===== config.mk =====
export PLATFORM = sky130hd
export DESIGN_NAME = fpq_sched_flat
export DESIGN_NICKNAME = d
export VERILOG_FILES = /design/src/rtl/fpq_pkg.sv /design/src/rtl/fpq_sched_if.sv /design/src/rtl/fpq_prio_enc.sv /design/src/rtl/fpq_sched.sv /design/src/flat_wrapper.sv
export SDC_FILE = /design/constraint.sdc
export NUM_CORES = 1
export LEC_CHECK = 0
export BUFFER_PORTS_ARGS = -buffer_cell sky130_fd_sc_hd__buf_2
export CORE_ASPECT_RATIO = 0.75
export CORE_MARGIN = 5
export CORE_UTILIZATION = 30
export DETAILED_ROUTE_END_ITERATION = 8
export PLACE_DENSITY = 0.57
export SYNTH_ARGS = -nofsm -noshare
export SYNTH_HDL_FRONTEND = slang
export SYNTH_SLANG_ARGS = --single-unit

===== constraint.sdc =====
create_clock -name cnt_clk -period 3 [get_ports cnt_clk]
set_input_delay 0.15 -clock cnt_clk [delete_from_list [all_inputs] [get_ports cnt_clk]]
set_output_delay 0.15 -clock cnt_clk [all_outputs]
set_load 0.02 [all_outputs]

===== src/rtl/fpq_pkg.sv =====
// Shared types and default constants for the fixed-priority packet scheduler.
package fpq_pkg;

  // Scheduler FSM states.
  typedef enum logic [1:0] {
    ST_IDLE = 2'd0,
    ST_XMIT = 2'd1,
    ST_GAP  = 2'd2
  } fpq_state_e;

  localparam int FPQ_N_Q   = 4;
  localparam int FPQ_LEN_W = 8;
  localparam int FPQ_IFG   = 2;
  localparam int FPQ_CNT_W = 16;

endpackage


===== src/rtl/fpq_sched_if.sv =====
// Transmit port of the scheduler.
// Handshake: a beat transfers on every cnt_clk edge where tx_valid and
// tx_ready are both high; while tx_valid is high and tx_ready is low the
// master holds tx_qid and tx_last stable and keeps tx_valid asserted.
interface fpq_sched_if #(
  parameter int QID_W = 2
) ();
  logic             tx_valid;
  logic             tx_ready;
  logic [QID_W-1:0] tx_qid;
  logic             tx_last;

  modport master (output tx_valid, output tx_qid, output tx_last, input tx_ready);
  modport slave  (input tx_valid, input tx_qid, input tx_last, output tx_ready);
endinterface


===== src/rtl/fpq_prio_enc.sv =====
// Combinational priority encoder: lowest set request index wins.
module fpq_prio_enc #(
  parameter  int N     = 4,
  localparam int IDX_W = (N > 1) ? $clog2(N) : 1
) (
  input  logic [N-1:0]     req_i,
  output logic             any_o,
  output logic [IDX_W-1:0] idx_o
);

  // Scan from the top so the lowest-index requester is the last to overwrite.
  always_comb begin
    any_o = |req_i;
    idx_o = '0;
    for (int i = N - 1; i >= 0; i--) begin
      if (req_i[i]) idx_o = IDX_W'(i);
    end
  end

endmodule


===== src/rtl/fpq_sched.sv =====
// Fixed-priority packet scheduler: grants the lowest-index non-empty queue,
// streams its packet as byte beats, then strobes go[] back to that queue.
module fpq_sched
  import fpq_pkg::*;
#(
  parameter  int N_Q   = FPQ_N_Q,
  parameter  int LEN_W = FPQ_LEN_W,
  parameter  int IFG   = FPQ_IFG,
  localparam int QID_W = (N_Q > 1) ? $clog2(N_Q) : 1
) (
  input  logic                 cnt_clk,
  input  logic                 rst,
  input  logic [N_Q*LEN_W-1:0] pkt_len,
  output logic [N_Q-1:0]       go,
  fpq_sched_if.master          tx,
  output logic                 busy,
  output logic [FPQ_CNT_W-1:0] pkt_cnt,
  output fpq_state_e           dbg_state
);

  localparam int GAP_W = 4;
  localparam logic [GAP_W-1:0] GAP_LAST = GAP_W'(IFG - 1);

  fpq_state_e           state_q, state_d;
  logic [QID_W-1:0]     sel_q, sel_d;
  logic [LEN_W-1:0]     remain_q, remain_d;
  logic [GAP_W-1:0]     gap_cnt_q, gap_cnt_d;
  logic [FPQ_CNT_W-1:0] pkt_cnt_q, pkt_cnt_d;

  logic [N_Q-1:0]   req;
  logic             req_any;
  logic [QID_W-1:0] req_idx;
  logic [LEN_W-1:0] win_len;
  logic             first_gap;

  // A lane requests service whenever its head length is non-zero.
  always_comb begin
    req = '0;
    for (int i = 0; i < N_Q; i++) begin
      req[i] = |pkt_len[i*LEN_W +: LEN_W];
    end
  end

  fpq_prio_enc #(.N(N_Q)) u_enc (
    .req_i (req),
    .any_o (req_any),
    .idx_o (req_idx)
  );

  // Select the winning lane's length without a variable part-select.
  always_comb begin
    win_len = '0;
    for (int i = 0; i < N_Q; i++) begin
      if (req_idx == QID_W'(i)) win_len = pkt_len[i*LEN_W +: LEN_W];
    end
  end

  assign first_gap = (state_q == ST_GAP) && (gap_cnt_q == '0);

  // Next-state logic for the FSM and its counters.
  always_comb begin
    state_d   = state_q;
    sel_d     = sel_q;
    remain_d  = remain_q;
    gap_cnt_d = gap_cnt_q;
    pkt_cnt_d = pkt_cnt_q;
    case (state_q)
      ST_IDLE: begin
        if (req_any) begin
          sel_d    = req_idx;
          remain_d = win_len;
          state_d  = ST_XMIT;
        end
      end
      ST_XMIT: begin
        if (tx.tx_ready) begin
          remain_d = remain_q - LEN_W'(1);
          if (remain_q == LEN_W'(1)) begin
            state_d   = ST_GAP;
            gap_cnt_d = '0;
          end
        end
      end
      ST_GAP: begin
        if (first_gap) pkt_cnt_d = pkt_cnt_q + 1'b1;
        if (gap_cnt_q == GAP_LAST) begin
          state_d   = ST_IDLE;
          gap_cnt_d = '0;
        end else begin
          gap_cnt_d = gap_cnt_q + 1'b1;
        end
      end
      default: state_d = ST_IDLE;
    endcase
  end

  // State and counter registers; reset abandons any packet in flight.
  always_ff @(posedge cnt_clk) begin
    if (rst) begin
      state_q   <= ST_IDLE;
      sel_q     <= '0;
      remain_q  <= '0;
      gap_cnt_q <= '0;
      pkt_cnt_q <= '0;
    end else begin
      state_q   <= state_d;
      sel_q     <= sel_d;
      remain_q  <= remain_d;
      gap_cnt_q <= gap_cnt_d;
      pkt_cnt_q <= pkt_cnt_d;
    end
  end

  // Outputs are pure decodes of registered state.
  always_comb begin
    go = '0;
    if (first_gap) go[sel_q] = 1'b1;
  end

  assign tx.tx_valid = (state_q == ST_XMIT);
  assign tx.tx_last  = (state_q == ST_XMIT) && (remain_q == LEN_W'(1));
  assign tx.tx_qid   = sel_q;
  assign busy        = (state_q != ST_IDLE);
  assign pkt_cnt     = pkt_cnt_q;
  assign dbg_state   = state_q;

endmodule


===== src/flat_wrapper.sv =====
// flat-port wrapper written by rule: the top's interface ports become plain ports
module fpq_sched_flat import fpq_pkg::*;
#(
  parameter  int N_Q   = FPQ_N_Q,
  parameter  int LEN_W = FPQ_LEN_W,
  parameter  int IFG   = FPQ_IFG,
  localparam int QID_W = (N_Q > 1) ? $clog2(N_Q) : 1
)
  (cnt_clk, rst, pkt_len, go, busy, pkt_cnt, dbg_state, tx_tx_valid, tx_tx_qid, tx_tx_last, tx_tx_ready);
  fpq_sched_if #(.QID_W(2)) tx_i ();
  input  logic cnt_clk;
  input  logic rst;
  input  logic [N_Q*LEN_W-1:0] pkt_len;
  output logic [N_Q-1:0] go;
  output logic busy;
  output logic [FPQ_CNT_W-1:0] pkt_cnt;
  output fpq_state_e dbg_state;
  output wire logic [$bits(tx_i.tx_valid)-1:0] tx_tx_valid;
  output wire logic [$bits(tx_i.tx_qid)-1:0] tx_tx_qid;
  output wire logic [$bits(tx_i.tx_last)-1:0] tx_tx_last;
  input wire logic [$bits(tx_i.tx_ready)-1:0] tx_tx_ready;
  assign tx_tx_valid = tx_i.tx_valid;
  assign tx_tx_qid = tx_i.tx_qid;
  assign tx_tx_last = tx_i.tx_last;
  assign tx_i.tx_ready = tx_tx_ready;
  fpq_sched #(.N_Q(N_Q), .LEN_W(LEN_W), .IFG(IFG)) u_core (.cnt_clk(cnt_clk), .rst(rst), .pkt_len(pkt_len), .go(go), .tx(tx_i), .busy(busy), .pkt_cnt(pkt_cnt), .dbg_state(dbg_state));
endmodule

==> results.md <==
- Measured in cells, the most critical reg-to-reg path has a length of 6.
- The kind of path behind the tightest hold check is input port to flip-flop.
- For this block, the initial DRC count from the detailed router was between 150 and 200.
- The least setup slack across all paths after layout is 0.740 ns.
- In the synthesized netlist the dominant register cell turns out to be sky130_fd_sc_hd__dfxtp_1.
- The most common cell type on the critical path is sky130_fd_sc_hd__a21oi_1.
- The share of the Yosys chip area taken by registers is 0.308.
- Based on the critical path, the design can be clocked at up to about 440 MHz.
- The delay of the slowest cell on the worst path is about 0.6 ns.
- The area of all placed cells without fillers is 2560 sq um.
- The worst pin sits at a relative slew slack of 0.545.
- For this run, the detailed router's first-pass iteration total came to 4.
- The floorplan row count is 26.
- The number of buffers between clock root and the deepest sink is 2.
- The end point of the critical path is u_core.gap_cnt_q[3].
- The design draws 0.992 mW.
- The residual antenna-violating net count after detailed routing is 0.
- The area growth from synthesis to final layout is 23.1%.
- The cell with the largest stage delay on the worst path is sky130_fd_sc_hd__dfxtp_1.
- The data required time of the worst path is ~3.1 ns.
- Ranked by instance count, the synthesized netlist is headed by sky130_fd_sc_hd__dfxtp_1 (32), sky130_fd_sc_hd__nor2_1 (28), sky130_fd_sc_hd__nand2_1 (23).
- The clock sink count is 32.
- Synthesis produced roughly 260 cells.
- The share of synthesized flip-flops with an asynchronous set or reset is 0.
- After clock tree synthesis, the clock-pin slew on the worst setup and hold paths is 0.07 ns.
- The source-to-sink clock delay at the later pin of the worst-skew pair is about 0.27 ns.
- The via count is 2191.
- The total of warnings raised by yosys is 0.
- The synthesized netlist net count is 301.
- The level count of the clock H-tree is 2.
- The capturing point of the worst reg2reg path is u_core.gap_cnt_q[3].
- Counting flops with a built-in enable in the synthesized netlist gives 0.
- The total CTS buffers is 5.
- Of all nets on the critical path, the largest fanout is 13.
- The remaining routing DRC violations is 0.
- The launch point of the worst reg-to-reg path is u_core.dbg_state[0].
- The number of max-capacitance violations reported is 0.
- The post-cts repair resize count is 0.
- In this run the worst setup path begins at u_core.dbg_state[0].
- The via density per instance is ~5.4.
- In this run the cell area measured after placement is 2470 sq um.
- The actual slew at the worst max-slew pin is 0.678 ns.
- The layout net count is 360.
- Summing every instance area after synthesis gives 2080 sq um.
- The cell with the most instances after synthesis is sky130_fd_sc_hd__dfxtp_1.
- The final routed wire length divided by cell count is 14.7 um.
- The root buffer cell chosen for the clock tree is sky130_fd_sc_hd__clkbuf_8.
- The number of top-level design ports is 62.
- The area of the die is 8710 sq um.
- Buffers inserted to repair hold after CTS numbered 0.
- The flip-flop and latch count after synthesis is 32.
- STA classifies the critical path startpoint as a flip-flop.
- The type of element capturing the critical path is a flip-flop.
- The number of inserted diodes is 0.
- The number of max-slew violations in the final report is 0.
- The power density normalized to cell area is 388 nW/um^2.
- Routability-driven placement finished with a final weighted congestion of roughly 0.9.
- The global route total overflow is 0.
- The number of hold violations in the final report is 0.
- The number of antenna violations at the first check in global routing was 0.
- The mean cell area of the mapped netlist is 7.90 sq um.
- The critical path is of the flip-flop to flip-flop type.
- The run finished with clean final reports.
- Setup repair after global routing left no endpoint under its margin.
- The first global-routing pass estimated between 9000 and 10000 um of wire.
- The overall fraction of global-route tracks in use is 0.140.
- The number of failing setup endpoints in the final timing report is 0.
- The via count of the first global-routing pass is 2046.
- From left edge to right edge, the die measures 106 um.
- The static leakage is 0.962 nW.
- The arrival time at the worst endpoint is 2.40 ns.
- By area the synthesized netlist is led by sky130_fd_sc_hd__dfxtp_1 (31%), sky130_fd_sc_hd__a21oi_1 (5.3%), sky130_fd_sc_hd__nor2_1 (5.1%), sky130_fd_sc_hd__xnor2_1 (5.1%), sky130_fd_sc_hd__nand2_1 (4.2%).
- Dividing the final minimum period by the clock period gives 0.753.
- The die is 82.1 um tall.
- Across the routed clock network, the largest skew measured is about 0.0034 ns.
- The detailed-placement wirelength estimate is 4650 um.
- The final total negative setup slack is 0 ns.
- Traced cell by cell, the critical path runs through nand2_2, inv_1, and2_1, a21oi_1, o21ai_0, a21oi_1.
- The distinct cell type count after synthesis is 52.
- The region available for standard cell placement spans 6770 sq um.
- During placement, the flow inserted port buffers numbering 61.
- The layout cell share with drive strength beyond 1 is 0.263.
- The maximum number of pins on one net before global-route repair is 35.
- Of the post-synthesis cell area, the dominant cell type holds 0.308.
- The worst setup slack after placement is about 0.78 ns.
- The cell type contributing the most total cell area after synthesis is sky130_fd_sc_hd__dfxtp_1.
- The final wirelength is 6000 um.
- Across all register-to-register paths, the minimum setup slack is 0.74 ns.
- VDD sags by at most 0.000152 V.
- The CTS tree is done.
- Subtracting the final worst setup slack from the clock period gives 2.26 ns.
- The initial core utilization is 0.307.
- Once the clock tree was built, the setup fixing pass inserted 0 buffers.
## how the worst min path moves through the flow
stage,start,end,slack [ns],cells after the start
2_1_floorplan,tx_tx_ready,u_core.dbg_state[0],0.35,3
3_3_place_gp,u_core.remain_q[6],u_core.remain_q[6],0.48,2
3_5_place_dp,u_core.remain_q[6],u_core.remain_q[6],0.47,2
4_1_cts,pkt_len[30],u_core.remain_q[6],0.23,3
5_1_grt,pkt_len[24],u_core.remain_q[0],0.28,3
6_report,pkt_len[30],u_core.remain_q[6],0.23,3
## logic make-up after synthesis
| group | synth area share |
|---|---|
| compound gates | 0.244 |
| simple gates | 0.321 |
| xor+xnor | 0.0590 |
| buf+inv | 0.0439 |
| flops | 0.308 |
| mux | 0.00482 |
| fa+ha+maj | 0.0181 |
## sequential cells by signal, summed over array words and instances (netlist names)
| name | count |
|---|---|
| u_core.dbg_state | 2 |
| u_core.remain_q | 8 |
| u_core.pkt_cnt | 16 |
| u_core.tx.tx_qid | 2 |
| u_core.gap_cnt_q | 4 |
## critical path, delay by kind of cell (launching register included)
kind	cells	cell delay (ns)
buffers and inverters	1	0.36
DFF	1	0.60
and+or+nand+nor	2	0.68
AOI/OAI and AO/OA	3	0.48
## final cells by class
class / count / area, sq um
inverter: 11 / 41.3
timing repair buffer: 63 / 320
fill: 722 / 4210
tap: 84 / 105
sequential: 32 / 641
clock inverter: 2 / 10.0
clock buffer: 6 / 82.6
multi-input combinational: 209 / 1360
## through the flow
step,hold WS [ns],util,std cells
2_1_floorplan,0.353,-,263
4_1_cts,0.226,0.378,407
3_3_place_gp,0.476,0.364,399
6_report,0.234,0.378,407
3_5_place_dp,0.474,0.364,399
5_1_grt,0.284,0.378,407
## layer usage
metal / wire (um) / global-route usage / vias up
met3: 379 / 0.0267 / 4
met5: 0 / 0 / -
met1: 3110 / 0.216 / 1006
li1: - / - / 1107
met4: 14 / 0.0233 / 0
met2: 2490 / 0.201 / 74
## report_power, final
| group | switching (mW) | internal, mW |
|---|---|---|
| clock network | 0.156 | 0.183 |
| registers | 0.0216 | 0.440 |
| logic | 0.116 | 0.0752 |
## cell usage in the layout (no fill, tap or decap), types with 3 or more instances in the layout
| cell | count |
|---|---|
| sky130_fd_sc_hd__a21oi_1 | 22 |
| sky130_fd_sc_hd__nor4_4 | 3 |
| sky130_fd_sc_hd__buf_2 | 61 |
| sky130_fd_sc_hd__inv_1 | 11 |
| sky130_fd_sc_hd__nor3_1 | 12 |
| sky130_fd_sc_hd__nand3_1 | 11 |
| sky130_fd_sc_hd__nor4_2 | 3 |
| sky130_fd_sc_hd__nand4_1 | 3 |
| sky130_fd_sc_hd__and2_1 | 4 |
| sky130_fd_sc_hd__nor2_1 | 28 |
| sky130_fd_sc_hd__nand2_1 | 23 |
| sky130_fd_sc_hd__o31ai_1 | 5 |
| sky130_fd_sc_hd__ha_1 | 3 |
| sky130_fd_sc_hd__nor4_1 | 7 |
| sky130_fd_sc_hd__clkbuf_8 | 6 |
| sky130_fd_sc_hd__and3_1 | 3 |
| sky130_fd_sc_hd__o21ai_0 | 8 |
| sky130_fd_sc_hd__a311oi_1 | 4 |
| sky130_fd_sc_hd__a31oi_1 | 9 |
| sky130_fd_sc_hd__dfxtp_1 | 32 |
| sky130_fd_sc_hd__xnor2_1 | 12 |
| sky130_fd_sc_hd__or3_1 | 4 |
| sky130_fd_sc_hd__a211oi_1 | 4 |
| sky130_fd_sc_hd__o211ai_1 | 7 |
Power figures use the tool's default switching activity.
